**config.mk**
```make
export PLATFORM = sky130hd
export DESIGN_NAME = led_breathe_flat
export DESIGN_NICKNAME = d
export VERILOG_FILES = /design/src/rtl/led_breathe_if.sv /design/src/rtl/led_breathe.sv /design/src/flat_wrapper.sv
export SDC_FILE = /design/constraint.sdc
export NUM_CORES = 1
export LEC_CHECK = 0
export ABC_AREA = 1
export CORE_MARGIN = 2
export CORE_UTILIZATION = 54
export CTS_CLUSTER_DIAMETER = 30
export DETAILED_ROUTE_END_ITERATION = 7
export MAX_ROUTING_LAYER = met4
export PLACE_DENSITY = 0.78
export SETUP_SLACK_MARGIN = 0.2
export SLEW_MARGIN = 20
export SYNTH_ARGS = -nofsm -noshare
export SYNTH_HDL_FRONTEND = slang
export SYNTH_SLANG_ARGS = --single-unit
```
**constraint.sdc**
```tcl
create_clock -name clk -period 1.7 [get_ports clk]
set_input_delay 0.34 -clock clk [delete_from_list [all_inputs] [get_ports clk]]
set_output_delay 0.34 -clock clk [all_outputs]
set_load 0.005 [all_outputs]
```
**src/rtl/led_breathe_if.sv**
```systemverilog
// Handshake-free bundle between the breathe sequencer and its driver.
// The driver owns enable/tick; the sequencer owns the LED outputs.
interface led_breathe_if #(
    parameter int PWM_W = 4
);
    logic             enable;
    logic             tick;
    logic             led0;
    logic [PWM_W-1:0] level;
    logic             cycle_done;

    modport master (
        output enable,
        output tick,
        input  led0,
        input  level,
        input  cycle_done
    );

    modport slave (
        input  enable,
        input  tick,
        output led0,
        output level,
        output cycle_done
    );
endinterface

```
**src/rtl/led_breathe.sv**
```systemverilog
// Breathing-LED sequencer: ramps a PWM duty up, holds, ramps down, holds.
// Steps on the upstream one-cycle tick; every output comes from a flop.
module led_breathe #(
    parameter int PWM_W      = 4,
    parameter int HOLD_TICKS = 2
) (
    input  logic         clk,
    input  logic         rst_n,
    led_breathe_if.slave bus
);
    localparam int HW = (HOLD_TICKS > 1) ? $clog2(HOLD_TICKS) : 1;
    localparam logic [PWM_W-1:0] ONE    = PWM_W'(1);
    localparam logic [PWM_W-1:0] MAX_M1 = PWM_W'((2 ** PWM_W) - 2);
    localparam logic [HW-1:0]    HONE   = HW'(1);
    localparam logic [HW-1:0]    HLAST  = HW'(HOLD_TICKS - 1);

    typedef enum logic [2:0] {
        IDLE,
        UP,
        HOLD_HI,
        DOWN,
        HOLD_LO
    } state_e;

    state_e           state_q, state_d;
    logic [PWM_W-1:0] level_q, level_d;
    logic [PWM_W-1:0] pwm_q, pwm_d;
    logic [HW-1:0]    hold_q, hold_d;
    logic             led_q, led_d;
    logic             done_q, done_d;
    logic             hold_end;

    assign hold_end = bus.tick && (hold_q == HLAST);

    always_ff @(posedge clk or negedge rst_n) begin
        if (!rst_n) begin
            state_q <= IDLE;
            level_q <= '0;
            pwm_q   <= '0;
            hold_q  <= '0;
            led_q   <= 1'b0;
            done_q  <= 1'b0;
        end else begin
            state_q <= state_d;
            level_q <= level_d;
            pwm_q   <= pwm_d;
            hold_q  <= hold_d;
            led_q   <= led_d;
            done_q  <= done_d;
        end
    end

    always_comb begin
        state_d = state_q;
        level_d = level_q;
        hold_d  = hold_q;
        done_d  = 1'b0;
        pwm_d   = pwm_q + ONE;
        led_d   = bus.enable && (pwm_q < level_q);
        // Dropping enable wins over any tick in the same cycle.
        if (!bus.enable) begin
            state_d = IDLE;
            level_d = '0;
            hold_d  = '0;
            pwm_d   = '0;
        end else begin
            unique case (state_q)
                IDLE: begin
                    state_d = UP;
                    level_d = '0;
                    hold_d  = '0;
                end
                UP: begin
                    if (bus.tick) begin
                        level_d = level_q + ONE;
                        if (level_q == MAX_M1) begin
                            state_d = HOLD_HI;
                            hold_d  = '0;
                        end
                    end
                end
                HOLD_HI: begin
                    if (bus.tick) begin
                        hold_d = hold_q + HONE;
                        if (hold_end) begin
                            hold_d  = '0;
                            state_d = DOWN;
                        end
                    end
                end
                DOWN: begin
                    if (bus.tick) begin
                        level_d = level_q - ONE;
                        if (level_q == ONE) begin
                            state_d = HOLD_LO;
                            hold_d  = '0;
                        end
                    end
                end
                HOLD_LO: begin
                    if (bus.tick) begin
                        hold_d = hold_q + HONE;
                        if (hold_end) begin
                            hold_d  = '0;
                            state_d = UP;
                            done_d  = 1'b1;
                        end
                    end
                end
                default: begin
                    state_d = IDLE;
                    level_d = '0;
                    hold_d  = '0;
                end
            endcase
        end
    end

    assign bus.led0       = led_q;
    assign bus.level      = level_q;
    assign bus.cycle_done = done_q;
endmodule

```
**src/flat_wrapper.sv**
```systemverilog
// flat-port wrapper written by rule: the top's interface ports become plain ports
module led_breathe_flat 
#(
    parameter int PWM_W      = 4,
    parameter int HOLD_TICKS = 2
)
  (clk, rst_n, bus_enable, bus_tick, bus_led0, bus_level, bus_cycle_done);
  led_breathe_if #(.PWM_W(PWM_W)) bus_i ();
  input  logic clk;
  input  logic rst_n;
  input wire logic [$bits(bus_i.enable)-1:0] bus_enable;
  input wire logic [$bits(bus_i.tick)-1:0] bus_tick;
  output wire logic [$bits(bus_i.led0)-1:0] bus_led0;
  output wire logic [$bits(bus_i.level)-1:0] bus_level;
  output wire logic [$bits(bus_i.cycle_done)-1:0] bus_cycle_done;
  assign bus_i.enable = bus_enable;
  assign bus_i.tick = bus_tick;
  assign bus_led0 = bus_i.led0;
  assign bus_level = bus_i.level;
  assign bus_cycle_done = bus_i.cycle_done;
  led_breathe #(.PWM_W(PWM_W), .HOLD_TICKS(HOLD_TICKS)) u_core (.clk(clk), .rst_n(rst_n), .bus(bus_i));
endmodule
```
==> results of run 1 <==
[registers in the layout (all words and copies together), names as in the netlist]
signal and cells:
u_core.state_q 3, u_core.hold_q 1, u_core.pwm_q 4, u_core.bus.level 4, u_core.bus.led0 1, u_core.bus.cycle_done 1
[stage by stage]
| stage | power [mW] | util, % | cells | instance area, um^2 |
|---|---|---|---|---|
| floorplan | 0.992 | - | 113 | 892 |
| global placement | 1.18 | 66.9 | 140 | 1020 |
| detailed placement | 1.20 | 66.9 | 140 | 1020 |
| CTS | 1.43 | 70.5 | 147 | 1070 |
| global route | 1.56 | 71.3 | 147 | 1090 |
| finish | 1.43 | 71.3 | 147 | 1090 |
[layout make-up]
| cell class | instances | area [um^2] | share of cell area, % |
|---|---|---|---|
| flip-flops and latches | 14 | 354 | 32.6 |
| well taps | 16 | 20.0 | 1.84 |
| clock buffers | 3 | 22.5 | 2.07 |
| inverters | 11 | 41.3 | 3.80 |
| repair buffers | 16 | 149 | 13.7 |
| multi-input cells | 87 | 500 | 46.0 |
[how the worst max path moves through the flow]
| stage | endpoint | slack [ns] | start |
|---|---|---|---|
| 3_3_place_gp | u_core.bus.level[2] | 0.09 | bus_enable |
| 5_1_grt | u_core.state_q[0] | 0.20 | u_core.bus.level[0] |
| 6_report | bus_cycle_done | 0.25 | u_core.bus.cycle_done |
| 3_5_place_dp | u_core.bus.level[2] | 0.05 | bus_enable |
| 2_1_floorplan | u_core.state_q[0] | 0.40 | u_core.bus.level[0] |
| 4_1_cts | bus_level[1] | 0.21 | u_core.bus.level[1] |
[timing repair]
item                       in CTS  in global routing
pin swaps                       0                  0
buffers inserted                4                  0
cloned                          0                  0
gates resized for setup         4                  4
setup endpoints to repair       4                  7
[power groups by stage]
stage / logic (mW) / clock network [mW] / registers, mW
after detailed placement: 0.679 / 0 / 0.520
after floorplan: 0.497 / 0 / 0.495
after CTS: 0.758 / 0.188 / 0.489
after global routing: 0.862 / 0.206 / 0.495
after global placement: 0.664 / 0 / 0.519
final: 0.755 / 0.185 / 0.489
[metal layers]
metal	global-route usage, %	up-vias	part of all wire [%]
li1	-	411	-
met1	27.7	379	44
met2	37.1	25	49
met3	6.12	4	5.0
met4	7.27	0	1.3
met5	-	-	0
[cells in the final DEF (no fill, tap or decap), drive strengths merged]
cell type	netlist	layout
nand2	29	29
nor2	15	15
dfrtp	14	14
nand3	13	13
inv	11	11
ha	8	8
buf	0	7
o21ai	6	6
clkdlybuf4s50	0	5
nand4	4	4
a21oi	3	3
clkbuf	1	3
dlymetal6s2s	0	3
xnor2	2	2
nor4	1	1
xor2	1	1
nor3	1	1
o21a	1	1
a21o	1	1
o22ai	1	1
o211ai	1	1
dlygate4sd2	0	1
[cell families (layout without fill, tap and decap cells)]
| logic type | Yosys count | count (layout) | share of synthesized area [%] |
|---|---|---|---|
| AOI/OAI and AO/OA | 13 | 13 | 8.70 |
| xor gates and xnor gates | 3 | 3 | 2.95 |
| adders and majority gates | 8 | 8 | 11.2 |
| buffers and inverters | 12 | 30 | 5.19 |
| DFF | 14 | 14 | 39.3 |
| and+or+nand+nor | 63 | 63 | 32.7 |
==> results summary, run 1 <==
In the synthesized netlist, the cells that appear most often are nand2_1, dfrtp_1, nand3_1, nor2_1, inv_1. The number of flip-flops and latches in the synthesized netlist came out at 14. The number of diodes is 0.

The count of TritonRoute iterations in the first routing pass came out at 4. The die covers 0.00199 mm^2. The half-perimeter wire length of the detailed placement result is 1310 um. The capture instance of the worst register-to-register path is u_core.state_q[0]. The internal power summed over all cells is 0.824 mW.

Entering global routing, the biggest net connects 15 pins. The number of max-cap violations is 0. The layout net count is 145.

From synthesis to final layout, the design area changed by 21.9%. The combinational cell fraction of total power came out at 52.9%. The setup TNS is 0 ns. The dominant synthesized flop cell is dfrtp_1.

The overall routed net length came out at 1830 um. The final routed wire length divided by cell count came out at 12.4 um. The number of nets still failing antenna checks after routing is 0.

The final critical-path setup slack is 0.253 ns. The number of cells traversed by the worst register-to-register path is 8. The startpoint identified for the worst register-to-register timing path is u_core.bus.level[0]. The global-route wire length before repair came out at 3180 um. The worst path in the final design needs a cycle of 1.45 ns, including I/O delays and setup. The total of fill cells in the finished design came out at 125.

Counting both buffers and inverters, the worst setup path holds a total of 1. The count of flip-flops with a built-in enable after synthesis came out at 0. The via density per instance is 5.57. For the worst setup path, the data required time is 1.36 ns. The clock tree skew after final layout is 0.00360 ns.

The chip width is 44.6 um. The worst hold slack is 0.363 ns. The setup slack of the most critical reg-to-reg path came out at 0.30 ns.

In this run the worst path has a maximum fanout of 1. The via count of the first global-routing pass was 742. The weighted congestion at the end of routability-driven global placement came out at 0.885. The critical path launch point type is a flop. The part of the power in the clock network came out at 12.9%. The height of the die is 44.6 um. For this design the total switching power over the nets is 0.605 mW. After synthesis, the share of flip-flops with an asynchronous set or reset is 100%.

Dividing total power by cell area gives a power density of 1310 mW/mm^2. The area share of the largest cell type after synthesis came out at 39.3%. The pin slew with the least headroom to its limit came out at 0.262 ns. The clock slew at the register clock pins of the worst setup and hold paths came out at 0.08 ns. The min-delay analysis places its worst path in the category in -> async.

The post-cts hold buffer count is 0. The fraction of final layout cells sized beyond drive strength 1 is 15.3%. The initial utilization of the core area, before any placement, comes to 58.5%. The number of antenna violations at the first check in global routing came to 0.

The arrival time at the worst endpoint came out at 1.11 ns. The number of max-slew violations in the final report is 0. The tree built by TritonCTS fans out to 14 sinks. The overall via count from detail_route came out at 819. The maximum root-to-sink buffer count came out at 2.

The run finished with clean final reports. The number of endpoints failing setup at the final stage is 0. On the critical path the largest part of the delay comes from buffers and inverters. Port buffering added 9 buffers. CTS built an H-tree with a depth of 1. Traced cell by cell, the critical path runs through clkdlybuf4s50_1.

The top cell type by total area after synthesis is dfrtp_1. On the worst path, the slowest cell contributes a delay of 0.50 ns. TritonCTS built the clock tree. Sorting the synthesized cells by area gives the leading types as dfrtp_1, nand2_1, ha_1. The remaining global-route overflow is 0. In this run, CTS created clock tree buffers numbering 3. The endpoint class of the critical path is a primary output.

In this run the tightest slew margin relative to its limit is 82.5%. The row count is 14. The hold violation total from the final report came out at 0.

In the synthesized netlist, the number of instances is 113. The critical path is of the reg -> out type. The maximum frequency from static timing analysis is 691 MHz.

In this run the static leakage power is 0.591 nW. Counting every net in the synthesized netlist gives 125. The worst-case vdd ir drop is 923 uV. The portion of the post-synthesis area used by sequential elements came out at 39.3%. The share of total power in sequential cells is 34.2%. The cell at the root of the clock tree is clkbuf_4. Setup repair after global routing could not meet its margin everywhere. Dividing the final minimum period by the clock period gives 85.1%.

The post-synthesis area per instance came out at 7.89 um^2. 10 I/O pins were placed. The global router's overall resource usage is 23.0%. The setup slack after placement came out at 0.0461 ns. The unique cell type count in the Yosys netlist came out at 22. The iteration-0 DRC count of the detailed router is 32. The core outline area is 0.00152 mm^2. The later-pin clock latency in the skew report is 0.27 ns. During synthesis, Yosys emitted a total of 0 warnings.

The fraction of power spent switching nets is 42.4%. After detailed routing, the number of remaining DRC violations is 0. The most common cell in the synthesized netlist is nand2_1. The combined area of all synthesized cells is 892 um^2. On the critical path, the stage with the largest delay is an instance of clkdlybuf4s50_1. The number of cells on the critical path came out at 1.
Power figures use the tool's default switching activity.
==> inputs of run 2 (changes only) <==
--- a/config.mk
+++ b/config.mk
@@ -12,6 +12,7 @@
 export DETAILED_ROUTE_END_ITERATION = 7
 export MAX_ROUTING_LAYER = met4
 export PLACE_DENSITY = 0.78
+export RECOVER_POWER = 100
 export SETUP_SLACK_MARGIN = 0.2
 export SLEW_MARGIN = 20
 export SYNTH_ARGS = -nofsm -noshare
==> results summary, run 2 (same netlist as run 1, synthesis figures left out) <==
The run finished with clean final reports. The placed instance area came out at 0.00102 mm^2. The initial core utilization is 58.5%.

The kind of cell adding the most delay to the critical path is buffers and inverters. The number of cells traversed by the worst register-to-register path is 8. The floorplan step defined a die boundary enclosing 0.00199 mm^2. The path class of the tightest hold or removal check is reg -> reg.

The pre-antenna-repair detailed-routing pass consisted of 4 iterations. On the worst path, the slowest cell contributes a delay of 0.57 ns. The clock slew at the register clock pins of the worst setup and hold paths came out at 0.08 ns. The first global-routing pass estimated 3180 um of wire. The initialized floorplan defines 14 standard-cell rows. The weighted congestion at the end of routability-driven global placement came out at 0.885.

At the pin with the least slew margin, the transition time is 0.774 ns. The setup TNS came out at 0 ns. The CTS tree is yes.

Together, buffers and inverters on the worst path number 1. STA classifies the critical path endpoint as a primary output. The total power per unit cell area came out at 1330 mW/mm^2.

The die is 44.6 um tall. In the global route stage, overall resource usage came out at 23.0%. The via count of the first global-routing pass is 742. The leakage power figure is 0.533 nW. Traced cell by cell, the critical path runs through dlygate4sd3_1.

The end point of the worst hold path is u_core.pwm_q[0]. No sink is reached through more buffers than the 2 on the longest clock path. The maximum frequency from static timing analysis came out at 643 MHz. The number of sinks driven by the clock tree is 14.

Setup repair after global routing could not meet its margin everywhere. The start point of the worst min-delay path is u_core.pwm_q[0]. The data required time of the worst path is 1.36 ns. Port buffering added 9 buffers. The number of endpoints failing setup at the final stage is 0. The post-route cell area is 0.00107 mm^2. The time the worst path needs with I/O delays and setup is 1.55 ns. Entering global routing, the biggest net connects 15 pins. The layout overhead on the synthesized area came out at 19.8%. The number of max-cap violations came out at 0.

STA classifies the critical path startpoint as a flop. The maximum fanout count along the critical path is 1. The number of max-slew violations in the final report is 0. The number of antenna violations at the first check in global routing is 0.

The fraction of final layout cells sized beyond drive strength 1 is 12.2%. The master of the slowest instance on the critical path is dlygate4sd3_1. The final routed wire length divided by cell count came out at 12.3 um. The number of diodes came out at 0. The number of nets still failing antenna checks after routing came out at 0. The via density per instance is 5.52.

Data arrives at the worst endpoint at 1.21 ns. The remaining global-route overflow is 0. The setup slack of the most critical reg-to-reg path came out at 0.30 ns. The overall routed net length is 1810 um. The hold violation total from the final report is 0. The tightest slew margin relative to the limit is 48.4%.

By startpoint and endpoint, the worst setup path is classified as reg -> out. The half-perimeter wire length of the detailed placement result is 1310 um. The post-route DRC violation count came out at 0. The routed layout has 811 vias.

The share of the core filled with cells in the final layout is 70.1%. The number of hold buffers added after CTS was 0. The later-pin clock latency in the skew report came out at 0.27 ns. The endpoint identified for the worst register-to-register timing path is u_core.state_q[0]. In this run the horizontal extent of the chip is 44.6 um.

The layout net count is 145. The clock arrives with 0.00304 ns of skew. The clock buffer count from CTS came out at 3.

10 I/O pins were placed. Along the worst hold path, the cell count comes to 1. The layout has 126 filler cells.

The worst-case IR drop observed on VDD is 921 uV. In the layout the commonest cells are nand2_1, nor2_1, nand3_1. The fraction of the cycle the final worst path needs is 91.4%. The core outline area came out at 0.00152 mm^2.

The iteration-0 DRC count of the detailed router came out at 32. CTS built an H-tree with a depth of 1. The startpoint identified for the worst register-to-register timing path is u_core.bus.level[0]. Leaving out fill and tap cells, the most frequent cell in the layout is nand2_1. The critical path starts at u_core.bus.cycle_done. The root buffer cell chosen for the clock tree is clkbuf_4.
==> run 2: how the worst max path moves through the flow <==
stage	slack, ns	endpoint	cells after the start
5_1_grt	0.10	bus_cycle_done	1
3_5_place_dp	0.05	u_core.bus.level[2]	8
4_1_cts	0.21	bus_level[1]	1
2_1_floorplan	0.40	u_core.state_q[0]	8
3_3_place_gp	0.09	u_core.bus.level[2]	8
6_report	0.15	bus_cycle_done	1
==> run 2: where the power goes <==
| group | switching, mW | internal, mW | leakage [nW] | total (mW) |
|---|---|---|---|---|
| clock | 0.103 | 0.0820 | 0.0138 | 0.185 |
| sequential | 0.0724 | 0.417 | 0.182 | 0.489 |
| combinational | 0.428 | 0.314 | 0.337 | 0.742 |
==> run 2: stage by stage <==
| stage | setup slack (ns) | hold slack [ns] | power, mW | cells |
|---|---|---|---|---|
| final | 0.146 | 0.486 | 1.42 | 147 |
| after global routing | 0.104 | 0.523 | 1.55 | 147 |
| after CTS | 0.211 | 0.368 | 1.43 | 147 |
| after detailed placement | 0.0461 | 0.478 | 1.20 | 140 |
| after global placement | 0.0929 | 0.475 | 1.18 | 140 |
| after floorplan | 0.395 | 0.0444 | 0.992 | 113 |
==> run 2: per-layer routing <==
layer	wire length, um	up-vias	track usage, %
met2	891	23	37.1
li1	-	410	-
met3	79	4	6.12
met1	811	374	27.7
met5	0	-	-
met4	23	0	7.27
==> run 2: area by class of cell <==
cell class                 instances  area [um^2]  share of cell area (%)
inverter                          11         41.3                    3.86
tap                               16         20.0                    1.87
multi-input combinational         87          500                    46.8
timing repair buffer              16          130                    12.2
sequential                        14          354                    33.1
clock buffer                       3         22.5                    2.11
==> run 2: worst register-to-register path, delay by kind of cell (launching register included) <==
family / cells / cell delay [ns]
AOI/OAI and AO/OA: 1 / 0.15
adders and majority gates: 1 / 0.16
buffers and inverters: 1 / 0.15
DFF: 1 / 0.44
and+or+nand+nor: 5 / 0.41
==> run 2: timing repair <==
| action | 4_1_cts | 5_1_grt |
|---|---|---|
| resized for setup | 4 | 4 |
| endpoints found under the setup margin | 4 | 7 |
| buffers inserted | 4 | 0 |
